[config.mk]
export PLATFORM = sky130hd
export DESIGN_NAME = sr_flip_flop_flat
export DESIGN_NICKNAME = d
export VERILOG_FILES = /design/src/rtl/sr_flip_flop_pkg.sv /design/src/rtl/sr_flip_flop_if.sv /design/src/rtl/sr_flip_flop_cell.sv /design/src/rtl/sr_flip_flop.sv /design/src/flat_wrapper.sv
export SDC_FILE = /design/constraint.sdc
export NUM_CORES = 1
export LEC_CHECK = 0
export ABC_CLOCK_PERIOD_IN_PS = 1900
export CAP_MARGIN = 20
export CORE_MARGIN = 1
export CORE_UTILIZATION = 35
export CTS_CLUSTER_SIZE = 8
export DETAILED_ROUTE_END_ITERATION = 8
export MAX_ROUTING_LAYER = met4
export SLEW_MARGIN = 20
export SYNTH_ARGS = -nofsm -noshare
export SYNTH_HDL_FRONTEND = slang
export SYNTH_HIERARCHICAL = 1
export SYNTH_SLANG_ARGS = --single-unit
export TNS_END_PERCENT = 100
[constraint.sdc]
create_clock -name clk -period 1.9 [get_ports clk]
set_input_delay 0.57 -clock clk [delete_from_list [all_inputs] [get_ports clk]]
set_output_delay 0.57 -clock clk [all_outputs]
set_load 0.005 [all_outputs]
[src/rtl/sr_flip_flop_pkg.sv]
// sr_pkg: policy codes for resolving S=R=1 and the per-bit resolver.
package sr_pkg;
  localparam int INV_HOLD = 0;
  localparam int INV_CLR  = 1;
  localparam int INV_SET  = 2;
  localparam int INV_TOG  = 3;
  // Unknown policy codes fall back to hold.
  function automatic logic resolve(int mode, logic q);
    return mode == INV_CLR ? 1'b0 : mode == INV_SET ? 1'b1 : mode == INV_TOG ? ~q : q;
  endfunction
endpackage

[src/rtl/sr_flip_flop_if.sv]
// sr_flip_flop_if: request and status bundle of the SR flip-flop bank.
interface sr_flip_flop_if #(parameter int WIDTH = 1, parameter int CNT_W = 8);
  logic [WIDTH-1:0] S;
  logic [WIDTH-1:0] R;
  logic             clr_cnt;
  logic [WIDTH-1:0] q;
  logic [WIDTH-1:0] qn;
  logic             invalid;
  logic [CNT_W-1:0] invalid_cnt;
  modport master (output S, R, clr_cnt, input q, qn, invalid, invalid_cnt);
  modport slave  (input S, R, clr_cnt, output q, qn, invalid, invalid_cnt);
endinterface

[src/rtl/sr_flip_flop_cell.sv]
// sr_cell: single-bit clocked SR register with async reset and S=R=1 policy.
module sr_cell
  import sr_pkg::*;
#(
  parameter int   INVALID_MODE = INV_HOLD,
  parameter logic RESET_VAL    = 1'b0
) (
  input  logic clk,
  input  logic rst,
  input  logic s,
  input  logic r,
  output logic q
);
  logic d;
  always_comb d = s && r ? resolve(INVALID_MODE, q) : s ? 1'b1 : r ? 1'b0 : q;
  always_ff @(posedge clk or posedge rst)
    if (rst) q <= RESET_VAL;
    else q <= d;
endmodule

[src/rtl/sr_flip_flop.sv]
// sr_flip_flop: WIDTH independent SR cells plus invalid flag and saturating invalid counter.
module sr_flip_flop
  import sr_pkg::*;
#(
  parameter int               WIDTH        = 1,
  parameter logic [WIDTH-1:0] RESET_VAL    = '0,
  parameter int               INVALID_MODE = INV_HOLD,
  parameter int               CNT_W        = 8
) (
  input logic           clk,
  input logic           rst,
  sr_flip_flop_if.slave bus
);
  logic [WIDTH-1:0] q_r;
  logic             any_inv;
  logic             inv_r;
  logic [CNT_W-1:0] cnt_r;
  for (genvar i = 0; i < WIDTH; i++) begin : g_cell
    sr_cell #(.INVALID_MODE(INVALID_MODE), .RESET_VAL(RESET_VAL[i])) u_cell (
      .clk(clk),
      .rst(rst),
      .s  (bus.S[i]),
      .r  (bus.R[i]),
      .q  (q_r[i])
    );
  end
  assign any_inv = |(bus.S & bus.R);
  // Clear beats a simultaneous increment; the count sticks at all-ones.
  always_ff @(posedge clk or posedge rst)
    if (rst) begin
      inv_r <= 1'b0;
      cnt_r <= '0;
    end else begin
      inv_r <= any_inv;
      cnt_r <= bus.clr_cnt ? '0 : (any_inv && cnt_r != '1) ? cnt_r + 1'b1 : cnt_r;
    end
  assign bus.q           = q_r;
  assign bus.qn          = ~q_r;
  assign bus.invalid     = inv_r;
  assign bus.invalid_cnt = cnt_r;
endmodule

[src/flat_wrapper.sv]
// flat-port wrapper written by rule: the top's interface ports become plain ports
module sr_flip_flop_flat import sr_pkg::*;
#(
  parameter int               WIDTH        = 1,
  parameter logic [WIDTH-1:0] RESET_VAL    = '0,
  parameter int               INVALID_MODE = INV_HOLD,
  parameter int               CNT_W        = 8
)
  (clk, rst, bus_S, bus_R, bus_clr_cnt, bus_q, bus_qn, bus_invalid, bus_invalid_cnt);
  sr_flip_flop_if #(.WIDTH(WIDTH), .CNT_W(CNT_W)) bus_i ();
  input logic clk;
  input logic rst;
  input wire logic [$bits(bus_i.S)-1:0] bus_S;
  input wire logic [$bits(bus_i.R)-1:0] bus_R;
  input wire logic [$bits(bus_i.clr_cnt)-1:0] bus_clr_cnt;
  output wire logic [$bits(bus_i.q)-1:0] bus_q;
  output wire logic [$bits(bus_i.qn)-1:0] bus_qn;
  output wire logic [$bits(bus_i.invalid)-1:0] bus_invalid;
  output wire logic [$bits(bus_i.invalid_cnt)-1:0] bus_invalid_cnt;
  assign bus_i.S = bus_S;
  assign bus_i.R = bus_R;
  assign bus_i.clr_cnt = bus_clr_cnt;
  assign bus_q = bus_i.q;
  assign bus_qn = bus_i.qn;
  assign bus_invalid = bus_i.invalid;
  assign bus_invalid_cnt = bus_i.invalid_cnt;
  sr_flip_flop #(.WIDTH(WIDTH), .RESET_VAL(RESET_VAL), .INVALID_MODE(INVALID_MODE), .CNT_W(CNT_W)) u_core (.clk(clk), .rst(rst), .bus(bus_i));
endmodule
# Yosys cells after proc, flatten, opt, wreduce, memory -nomap -nowiden
# Index checks and enable logic that the tools add are counted.
# W data, S select, Z words.
totals:
  reg_bits: 10
  word_cells: 17
op_classes:
  n_addsub: 1
  eq_ne: 1
  muxes: 4
  n_bitwise: 3
  reduce_logical: 5
ops:
  columns: ["op", "count"]
  rows:
  - ["$mux W8", 2]
  - ["$add A8 B1 Y8 const B", 1]
  - ["$ne A8 B8 Y1 const B", 1]
  - ["$reduce_bool A2 Y1", 2]
  - ["$logic_and A1 B1 Y1", 2]
  - ["$mux W1", 2]
  - ["$not A1 Y1", 2]
  - ["$reduce_and A2 Y1", 1]
  - ["$and A1 B1 Y1", 1]

# Longest topological paths before layout
# Gate-level depths: netlist of run 1.
depth:
  word_depth: 4
  ltp_mapped: 4

# Cells and area by module
# The synthesis of run 1 kept the hierarchy.
modules_own_cells:
  columns: ["mod", "n_inst", "cells_per_inst", "area_per_inst_um2", "seq_area_each_um2"]
  rows:
  - ["sr_flip_flop", 1, 53, 516.7, 225.2]
  - ["sr_cell", 1, 4, 43.8, 25.0]

# Least setup slack after synthesis of run 1
# Ideal clock, no wire load.
synth_timing:
  kind: "register -> register"
  start: "register u_core.cnt_r[0], in the netlist u_core/bus.invalid_cnt[0]"
  end: "register u_core.cnt_r[3], in the netlist u_core/bus.invalid_cnt[3]"
  arrival_time_ns: 1.467
  required_time_ns: 1.775
  slack_ns: 0.309
  path_stages_with_launch: 5
  n_path_buf: 0
  synth_period_minus_slack_ns: 1.591
  path_cell_list: "dfrtp_1 > ha_1 > and4_1 > a211oi_1 > mux2_2"
synth_between:
  elab_chain_cells: 3
synth_lines:
  columns: ["element", "line_no", "text"]
  rows:
  - ["from (decl)", "sr_flip_flop.sv:17", "logic [CNT_W-1:0] cnt_r;"]
  - ["from (signal assigned)", "sr_flip_flop.sv:35", "cnt_r <= bus.clr_cnt ? '0 : (any_inv && cnt_r != '1) ? cnt_r + 1'b1 : cnt_r;"]
  - ["$add A8 B1 Y8 or $ne A8 B8 Y1 (tied branches)", "sr_flip_flop.sv:35", null]
  - ["$mux W8 or $logic_and A1 B1 Y1 (tied branches)", "sr_flip_flop.sv:35", null]
  - ["$mux W8 or $reduce_bool A2 Y1 (tied branches)", null, null]
# Parallel ways exist; a longest one is shown, timed or not. The select of a mux whose other input is x is not followed.
# A chain may end at the register's enable or synchronous reset.

# Worst setup path after layout of run 1
layout_timing:
  start: "register u_core.cnt_r[2], in the netlist u_core/bus.invalid_cnt[2]"
  end: "output bus_invalid_cnt[2]"
layout_rtl:
  columns: ["element", "line_no", "text"]
  rows:
  - ["to (decl)", "flat_wrapper.sv:19", "output wire logic [$bits(bus_i.invalid_cnt)-1:0] bus_invalid_cnt;"]
# No word-level cell between the ends.

==> results of run 1 <==
## sequential cells by signal (all words and copies together) (netlist names)
name	flops
u_core/g_cell.u_cell/q	1
u_core/bus.invalid_cnt	8
u_core/bus.invalid	1
## routing by layer
| layer | GRT usage (%) | up-vias |
|---|---|---|
| met5 | - | - |
| li1 | - | 253 |
| met2 | 23.1 | 7 |
| met1 | 19.2 | 219 |
| met3 | 6.47 | 2 |
| met4 | 5.63 | 0 |
## timing repair
action | in CTS | in global routing
endpoints found under the setup margin | 0 | 2
gates resized for setup | 0 | 2
endpoints found under the hold margin | 0 | 0
## cell families after synthesis
family | after synthesis | synth area share, %
fa+ha+maj | 2 | 4.24
compound gates | 9 | 12.7
simple gates | 23 | 23.2
flops | 10 | 44.6
buf+inv | 8 | 5.36
mux | 5 | 9.82
## per-stage QoR
stage               setup WS [ns]  utilization, %  setup TNS, ns  instances
global route               0.0454            52.3              0         94
detailed placement        -0.0984            49.8         -0.125         90
finish                      0.102            52.3              0         94
CTS                        0.0203            52.2              0         94
global placement          -0.0544            49.8        -0.0860         90
floorplan                   0.309               -              0         57
## power groups by stage
stage	Combinational (W)	Sequential, W	Clock (W)
floorplan	0.0000217	0.000228	0
global placement	0.0000566	0.000228	0
detailed placement	0.0000572	0.000228	0
CTS	0.0000574	0.000224	0.000202
global route	0.0000620	0.000225	0.000215
finish	0.0000563	0.000224	0.000194
## cells in the final DEF (no fill, tap or decap)
cell type / n
inv_1: 7
nor3_1: 3
clkdlybuf4s50_1: 15
nand2b_1: 2
nor2_1: 3
mux2_2: 4
ha_1: 1
nand3_2: 1
maj3_2: 1
nor4_1: 1
clkbuf_8: 1
and4_1: 1
buf_4: 3
a21oi_2: 1
dfrtp_2: 2
or3_1: 1
nor2b_1: 4
mux2i_1: 1
a41oi_1: 1
a31oi_1: 1
nand4_1: 1
nand2_1: 2
dfrtp_1: 8
and3_1: 1
clkbuf_4: 3
a211oi_1: 3
a221oi_2: 1
nand3_1: 3
a21oi_1: 2
## worst min-delay path by stage
stage | from | end | slack (ns) | depth (start not counted)
after global placement | u_core/bus.invalid_cnt[6]$_DFFE_PP0P_ | u_core/bus.invalid_cnt[6]$_DFFE_PP0P_ | 0.52 | 1
after CTS | rst | u_core/g_cell[0].u_cell/q$_DFFE_PP0P_ | 0.45 | 2
after detailed placement | u_core/bus.invalid_cnt[6]$_DFFE_PP0P_ | u_core/bus.invalid_cnt[6]$_DFFE_PP0P_ | 0.52 | 1
final | rst | u_core/g_cell[0].u_cell/q$_DFFE_PP0P_ | 0.46 | 2
after floorplan | rst | u_core/g_cell[0].u_cell/q$_DFFE_PP0P_ | 0.30 | 1
after global routing | rst | u_core/g_cell[0].u_cell/q$_DFFE_PP0P_ | 0.47 | 2
## area by class of cell
class	count	area, um^2
multi-input combinational	39	280
tap	16	20.0
timing repair buffer	18	173
clock buffer	4	36.3
inverter	7	26.3
fill	155	718
sequential	10	253
==> impl_metrics.ini, run 1 <==
[status]
status = finished clean

[critical_path]
cp_max_fo = 8
cp.depth = 1
setup.worst_path.class = flip-flop to output port
cp_cell_sequence = clkdlybuf4s50_1
critPathBufInv = 1
rr_worst_depth = 4
crit_path_top_delay_cell = clkdlybuf4s50_1
critPathLaunch = u_core/bus.invalid_cnt[2]$_DFFE_PP0P_
end_kind = output port
critical_path_required_ns = 1.33
cp.arrival_ns = 1.23
cpPeakStageDelay_ns = 0.52
cp_top_family = buffers and inverters
r2r_start = u_core/bus.invalid_cnt[0]$_DFFE_PP0P_
r2r_slack_ns = 0.18
critPathCapture = bus_invalid_cnt[2]
timing.rr.end = u_core/bus.invalid_cnt[3]$_DFFE_PP0P_
cp-start-kind = flip-flop

[global_route]
grt_pass1_wl_mm = 1.93
antenna_found_initial = 0
gr-total-overflow = 0
grt_max_degree = 13
grtUsageTotal_pct = 15.6
grt_pass1_vias = 428

[die]
rows = 14
fp.dieH_um = 42.0
initial_core_util_pct = 37.2
die_w_um = 42.0
dieArea_mm2 = 0.00177
ios = 16
coreArea_mm2 = 0.00151

[cts]
post_cts_buffers = 0
clk_latency_ns = 0.26
cts_hold_buf = 0
cts.sinks = 10
cts_tree = built
htree_levels = 1
cts_buffers = 3
ctsRootBufferMaster = clkbuf_4
path_clk_slew_ns = 0.07
cts.path.max_buffers = 2

[detailed_routing]
met1_length_um = 584
routed.top_layer = met4
drt-wirelength-per-cell_um = 12.6
viasPerCell = 5.12
first_pass_iters = 3
met3_length_um = 35
drc = 0
dr.first_iter.drc_count = 12
wl_met2_um = 562
ant_nets = 0
wirelength_mm = 1.19
vias = 481

[pwr]
clock_power_share_pct = 40.8
p_seq_share_pct = 47.3
switchingPower_w = 0.000106
vdd.ir_drop.worst_mv = 0.300
power_density_mw_per_mm2 = 601
intPower_w = 0.000368
total_power_w = 0.000474
power.share.switching_pct = 22.4
pwr-share-comb_pct = 11.9
p_leak_nw = 0.332

[synth]
synth_cells = 57
yosys_warnings = 6
syn-num-nets = 63
syn_area_per_cell_um2 = 9.83
async_flop_share_pct = 100
ys.flop_type = dfrtp_1
ys_top_cells_by_area = dfrtp_1 45%, mux2_2 8.0%, inv_1 4.7%
synth_top_area_share_pct = 44.6
synth_seq_cells = 10
synth_cell_type_count = 25
syn_area_um2 = 561
synth.most_common_cell = dfrtp_1
synthTopCellsByCount = 10 x dfrtp_1, 7 x inv_1, 4 x mux2_2, 4 x nor2b_1
yosysSeqAreaShare_pct = 44.6
synth_edf_count = 0
synth_top_area_cell = dfrtp_1

[job]
maxCapViolCount = 0

[sta]
slew_violations = 0
skew_ns = 0.00164
worst_pin_slew_ns = 0.413
setup_viol = 0
hold_viol_final = 0
grt_setup_unrepaired = false
timing.hold.ws_ns = 0.461
fmax_mhz = 556
relSlewSlack_pct = 72.4
period_minus_slack_ns = 1.80
fin_crit_sh_pct = 94.6

[min_path]
hold_class = primary input to async pin

[cells_and_area]
syn_to_final_growth_pct = 40.6
final_nets = 85
drive_gt1_share_pct = 21.8
antenna_cells = 0
final_area_um2 = 788

[placed_design]
place.gp.congestion = 0.757
hpwl_um = 874
dpl_cell_area_um2 = 749
io_buffers = 15
Note: power is estimated with default switching activity, not from simulation.
==> run 2: changes to the inputs <==
--- a/config.mk
+++ b/config.mk
@@ -5,8 +5,8 @@
 export SDC_FILE = /design/constraint.sdc
 export NUM_CORES = 1
 export LEC_CHECK = 0
-export ABC_CLOCK_PERIOD_IN_PS = 1900
-export CAP_MARGIN = 20
+export ABC_CLOCK_PERIOD_IN_PS = 1600
+export CAP_MARGIN = 10
 export CORE_MARGIN = 1
 export CORE_UTILIZATION = 35
 export CTS_CLUSTER_SIZE = 8
==> constraint.sdc (replaced) <==
create_clock -name clk -period 1.6 [get_ports clk]
set_input_delay 0.48 -clock clk [delete_from_list [all_inputs] [get_ports clk]]
set_output_delay 0.48 -clock clk [all_outputs]
set_load 0.005 [all_outputs]
==> impl_metrics.ini, run 2 (synthesis results as in run 1) <==
[status]
status = finished clean

[placed_design]
dpl_cell_area_um2 = 779
dp.cells = 94
place.gp.congestion = 0.765
hpwl_um = 901
io_buffers = 15

[sta]
hold_viol_final = 0
grt_setup_unrepaired = false
skew_ns = 0.00122
fmax_mhz = 630
relSlewSlack_pct = 75.0
setup_viol = 0
slew_violations = 0
timing.hold.ws_ns = 0.376
fin_crit_sh_pct = 99.2
worst_pin_slew_ns = 0.374
period_minus_slack_ns = 1.59

[detailed_routing]
drt-wirelength-per-cell_um = 12.8
met1_length_um = 613
vias = 564
viasPerCell = 5.27
met3_length_um = 63
wl_met2_um = 684
wirelength_mm = 1.37
ant_nets = 0
dr.first_iter.drc_count = 30
routed.top_layer = met4
first_pass_iters = 4
drc = 0

[cells_and_area]
post-route-util_pct = 60.5
drive_gt1_share_pct = 37.4
final_area_um2 = 911
stdcell_count = 107
final_nets = 98
multi_input_area_um2 = 304
syn_to_final_growth_pct = 62.5
largest_reg_flops = 8
layout.cells.most_common = buf_4
fill_cells = 147
seq_area_um2 = 253
antenna_cells = 0
final_cell_mix = 16 x buf_4, 8 x dfrtp_1, 7 x dlygate4sd2_1, 7 x inv_1

[critical_path]
end_kind = flip-flop
cp-start-kind = primary input
setup.worst_path.class = primary input to flip-flop
cp.arrival_ns = 1.74
cp_max_fo = 4
critical_path_required_ns = 1.75

[min_path]
hold_class = primary input to async pin

[pwr]
total_power_w = 0.000573
intPower_w = 0.000446
power.share.switching_pct = 22.2
clock_power_share_pct = 39.3
pwr-share-comb_pct = 14.9
p_seq_share_pct = 45.8
p_leak_nw = 0.492
switchingPower_w = 0.000127
vdd.ir_drop.worst_mv = 0.771
power_density_mw_per_mm2 = 629

[die]
initial_core_util_pct = 37.2
coreArea_mm2 = 0.00151
die_w_um = 42.0
dieArea_mm2 = 0.00177
fp.dieH_um = 42.0
ios = 16
rows = 14

[job]
maxCapViolCount = 0

[cts]
clk_latency_ns = 0.26
htree_levels = 1
ctsRootBufferMaster = clkbuf_4
cts.path.max_buffers = 2
cts.sinks = 10
cts_buffers = 3
cts_tree = built
path_clk_slew_ns = 0.07

[global_route]
antenna_found_initial = 0
grtUsageTotal_pct = 18.0
gr-total-overflow = 0
grt_pass1_vias = 523
grt_max_degree = 10
grt_pass1_wl_mm = 2.24
==> run 2: changes by cell type in the layout (fill, tap and decap cells not counted), sizes merged <==
cell and change:
dlymetal6s2s +4, clkdlybuf4s50 -11, dlygate4sd2 +7, buf +13
==> run 2: worst paths after layout <==
| path | endpoint | cells after the start | slack (ns) | from |
|---|---|---|---|---|
| min in group clk | u_core/bus.invalid_cnt[6]$_DFFE_PP0P_ | 2 | 0.56 | u_core/bus.invalid_cnt[6]$_DFFE_PP0P_ |
| max in group asynchronous | u_core/bus.invalid_cnt[3]$_DFFE_PP0P_ | 2 | 0.79 | rst |
| max reg2reg | u_core/bus.invalid_cnt[3]$_DFFE_PP0P_ | 5 | 0.06 | u_core/bus.invalid_cnt[0]$_DFFE_PP0P_ |
| min reg2reg | u_core/bus.invalid_cnt[6]$_DFFE_PP0P_ | 2 | 0.56 | u_core/bus.invalid_cnt[6]$_DFFE_PP0P_ |
| max | u_core/bus.invalid_cnt[7]$_DFFE_PP0P_ | 4 | 0.01 | bus_R |
| min | u_core/g_cell[0].u_cell/q$_DFFE_PP0P_ | 2 | 0.38 | rst |
==> run 2: cell type report <==
class,count,share of cell area [%]
clock buffers,4,3.98
inverters,7,2.88
multi-input cells,39,33.4
flip-flops and latches,10,27.7
well taps,16,2.20
repair buffers,31,29.8
==> run 2: repair_timing <==
item | in CTS | in global routing
resized for setup | 10 | 10
hold buffers | 0 | 0
setup buffers | 9 | 0
setup endpoints to repair | 11 | 9
pin swaps | 0 | 2
==> run 2: power by group through the flow <==
stage / clock, W / combinational, W / sequential [W]
after floorplan: 0 / 0.0000258 / 0.000271
after global placement: 0 / 0.0000766 / 0.000269
after detailed placement: 0 / 0.0000769 / 0.000269
after CTS: 0.000236 / 0.0000845 / 0.000263
after global routing: 0.000252 / 0.0000943 / 0.000263
final: 0.000226 / 0.0000852 / 0.000263
==> run 2: metrics by stage <==
stage,TNS [ns],setup WS (ns)
6_report,0,0.0122
5_1_grt,0,0.00505
4_1_cts,-0.0396,-0.0264
3_5_place_dp,-1.41,-0.318
3_3_place_gp,-1.25,-0.270
2_1_floorplan,0,0.00869
==> run 2: critical path, stage by stage <==
cell,delay [ns]
clkdlybuf4s50_1,0.53
nand3_1,0.12
nor4_1,0.24
mux2_2,0.37
==> run 2: metal layers <==
metal | GRT usage, % | vias to the layer above
met3 | 7.76 | 2
met2 | 29.7 | 11
met5 | - | -
met4 | 3.75 | 0
met1 | 20.4 | 279
li1 | - | 272
==> patch, RTL diff (config.mk and constraints of run 2) <==
Make the reset (`rst`) synchronous in 2 clocked blocks. Comments in the files are not updated.
--- a/src/rtl/sr_flip_flop_cell.sv
+++ b/src/rtl/sr_flip_flop_cell.sv
@@ -15,3 +15,3 @@
   always_comb d = s && r ? resolve(INVALID_MODE, q) : s ? 1'b1 : r ? 1'b0 : q;
-  always_ff @(posedge clk or posedge rst)
+  always_ff @(posedge clk)
     if (rst) q <= RESET_VAL;
--- a/src/rtl/sr_flip_flop.sv
+++ b/src/rtl/sr_flip_flop.sv
@@ -28,3 +28,3 @@
   // Clear beats a simultaneous increment; the count sticks at all-ones.
-  always_ff @(posedge clk or posedge rst)
+  always_ff @(posedge clk)
     if (rst) begin
Behaviour: differs if rst is asserted again (counterexample within 4 cycles, from zero or initial values and one cycle with rst high); with rst held inactive, the same outputs for 10 cycles.
==> patch against run 2 <==
- clock power shrank 25%
- total power shrank 16%
- area after synthesis shrank 7.6%
- cell count shrank 2.8%
- first-iteration DRC count shrank 33%
- final area shrank 7.8%
- die area shrank 7.2%
- wire length shrank 0.80%
- global-route usage grew 4.0 points
- sequential cell count is the same
- worst setup slack gained 28 ps
- critical endpoint is now bus_invalid_cnt[5]
==> patch: results (changes against run 2) <==
Cells and area
  – Layout cells sized above 1: 0.292 (-0.0815)
  – Layout net count: 97 (-1.0%)

Worst setup path
  – Crit path from: u_core/bus.invalid_cnt[5]
  – Worst reg2reg path depth: 4 (-1)
  – CP max FO: 2 (-2)
  – Crit path DAT: 1080 ps (-660 ps)
  – R2r endpoint: u_core/bus.invalid_cnt[0]
  – Cell family with most CP delay: buffers and inverters
  – CP max stage delay: 490 ps (-40 ps)
  – R2R setup slack: 190 ps (+130 ps)

Global routing
  – Global Route Usage Sum: 0.220 (+0.0404)
  – Pin count of the biggest net entering global routing: 8 (-2)
  – First-pass GRT wire length: 2.22 mm (-0.63%)
  – Vias in the first global route: 483 (-7.6%)

Yosys
  – Library cells used by synthesis: 24 (-4.0%)
  – Synth top area cells: dfxtp_1 39%, mux2i_1 5.8%, and4_1 5.1%
  – Syn Inst Count: 58 (+1.8%)
  – Most frequent cells after synthesis: 10 x dfxtp_1, 6 x nand2_1, 5 x a21oi_1, 4 x nand4_1
  – Post-synthesis async set-or-reset flop share: 0 (-1.00)
  – Sequential share of the synthesized area: 0.386 (-0.0600)
  – Syn_nets: 64 (+1.6%)
  – Post-synth top flop: dfxtp_1

Placement
  – DP HPWL: 1.02 mm (+13%)
  – DP Area: 772 µm² (-0.96%)
  – Inst Count DP: 99 (+5.3%)
  – Setup WS pre-CTS: -209 ps (+109 ps)
  – Placer Congestion: 0.838 (+9.5%)
  – I/O Buffers: 15 (unchanged)

STA
  – Clock skew: 2.26 ps (+1.04 ps)
  – Worst relative slew slack: 0.817 (+0.0663)
  – Min Hold Slack: 491 ps (+115 ps)

Route
  – Wire length per cell: 13.1 µm (+2.1%)
  – Routed length on met2: 601 µm (-12%)
  – Vias post-DR: 561 (-0.53%)
  – Met3 wire length: 96 µm (+52%)
  – DRT iter0 DRCs: 20 (-33%)
  – Vias per cell: 5.39 (+2.3%)
  – Met1 wire length: 636 µm (+3.8%)

Pwr
  – Peak VDD IR: 376 µV (-51%)
  – Static leakage: 0.000457 µW (-7.3%)

Hold path
  – Type of the most critical hold path: reg2reg
  – Min-delay src: u_core/bus.invalid_cnt[6]
  – Hold EP: u_core/bus.invalid_cnt[6]

Status
  – Outcome: completed
## patch: cell type report
class	instances	area (µm²)
Clock buffer	3	22.5
Multi-Input combinational cell	44	308
Sequential cell	10	209
Fill cell	125	494
Tap cell	15	18.8
Inverter	3	11.3
Timing Repair Buffer	29	270
## patch: cells by family after synthesis
logic type,count (synthesis),synth area share
AO/OA/AOI/OAI,12,0.171
adder cells (fa/ha/maj),1,0.0242
buffers and inverters,4,0.0314
flip-flops,10,0.386
multiplexers,3,0.0580
AND/OR/NAND/NOR,28,0.328
## patch: power breakdown
group          leakage (µW)  internal [µW]  total [µW]  switching (µW)
clock network     0.0000138           86.8         170            82.8
logic              0.000359           34.1        58.8            24.7
registers         0.0000838            252         254            2.51
total              0.000457            373         483             110
## patch: layer usage
layer,up-vias,global-route usage
met5,-,-
met1,256,0.262
met3,4,0.0833
li1,287,-
met4,0,0.100
met2,14,0.325
## patch: through the flow
| step | utilization | power [µW] | TNS [ps] |
|---|---|---|---|
| after global placement | 0.579 | 322 | -876 |
| after CTS | 0.610 | 489 | 0 |
| after floorplan | - | 277 | 0 |
| after detailed placement | 0.579 | 323 | -1070 |
| final | 0.629 | 483 | 0 |
| after global routing | 0.629 | 505 | 0 |
## patch: repair_timing
action,4_1_cts,5_1_grt
resized for setup,10,9
cloned,0,0
pin swaps,0,0
buffers inserted,2,0
endpoints found under the setup margin,7,9
endpoints found under the hold margin,0,0
## patch: worst max-delay path by stage
stage	endpoint	slack (ps)	depth (start not counted)
4_1_cts	bus_invalid_cnt[6]	4	1
3_5_place_dp	u_core/bus.invalid_cnt[7]	-210	4
6_report	bus_invalid_cnt[5]	40	1
3_3_place_gp	u_core/bus.invalid_cnt[7]	-210	4
5_1_grt	bus_invalid_cnt[5]	8	1
2_1_floorplan	u_core/bus.invalid_cnt[7]	250	4
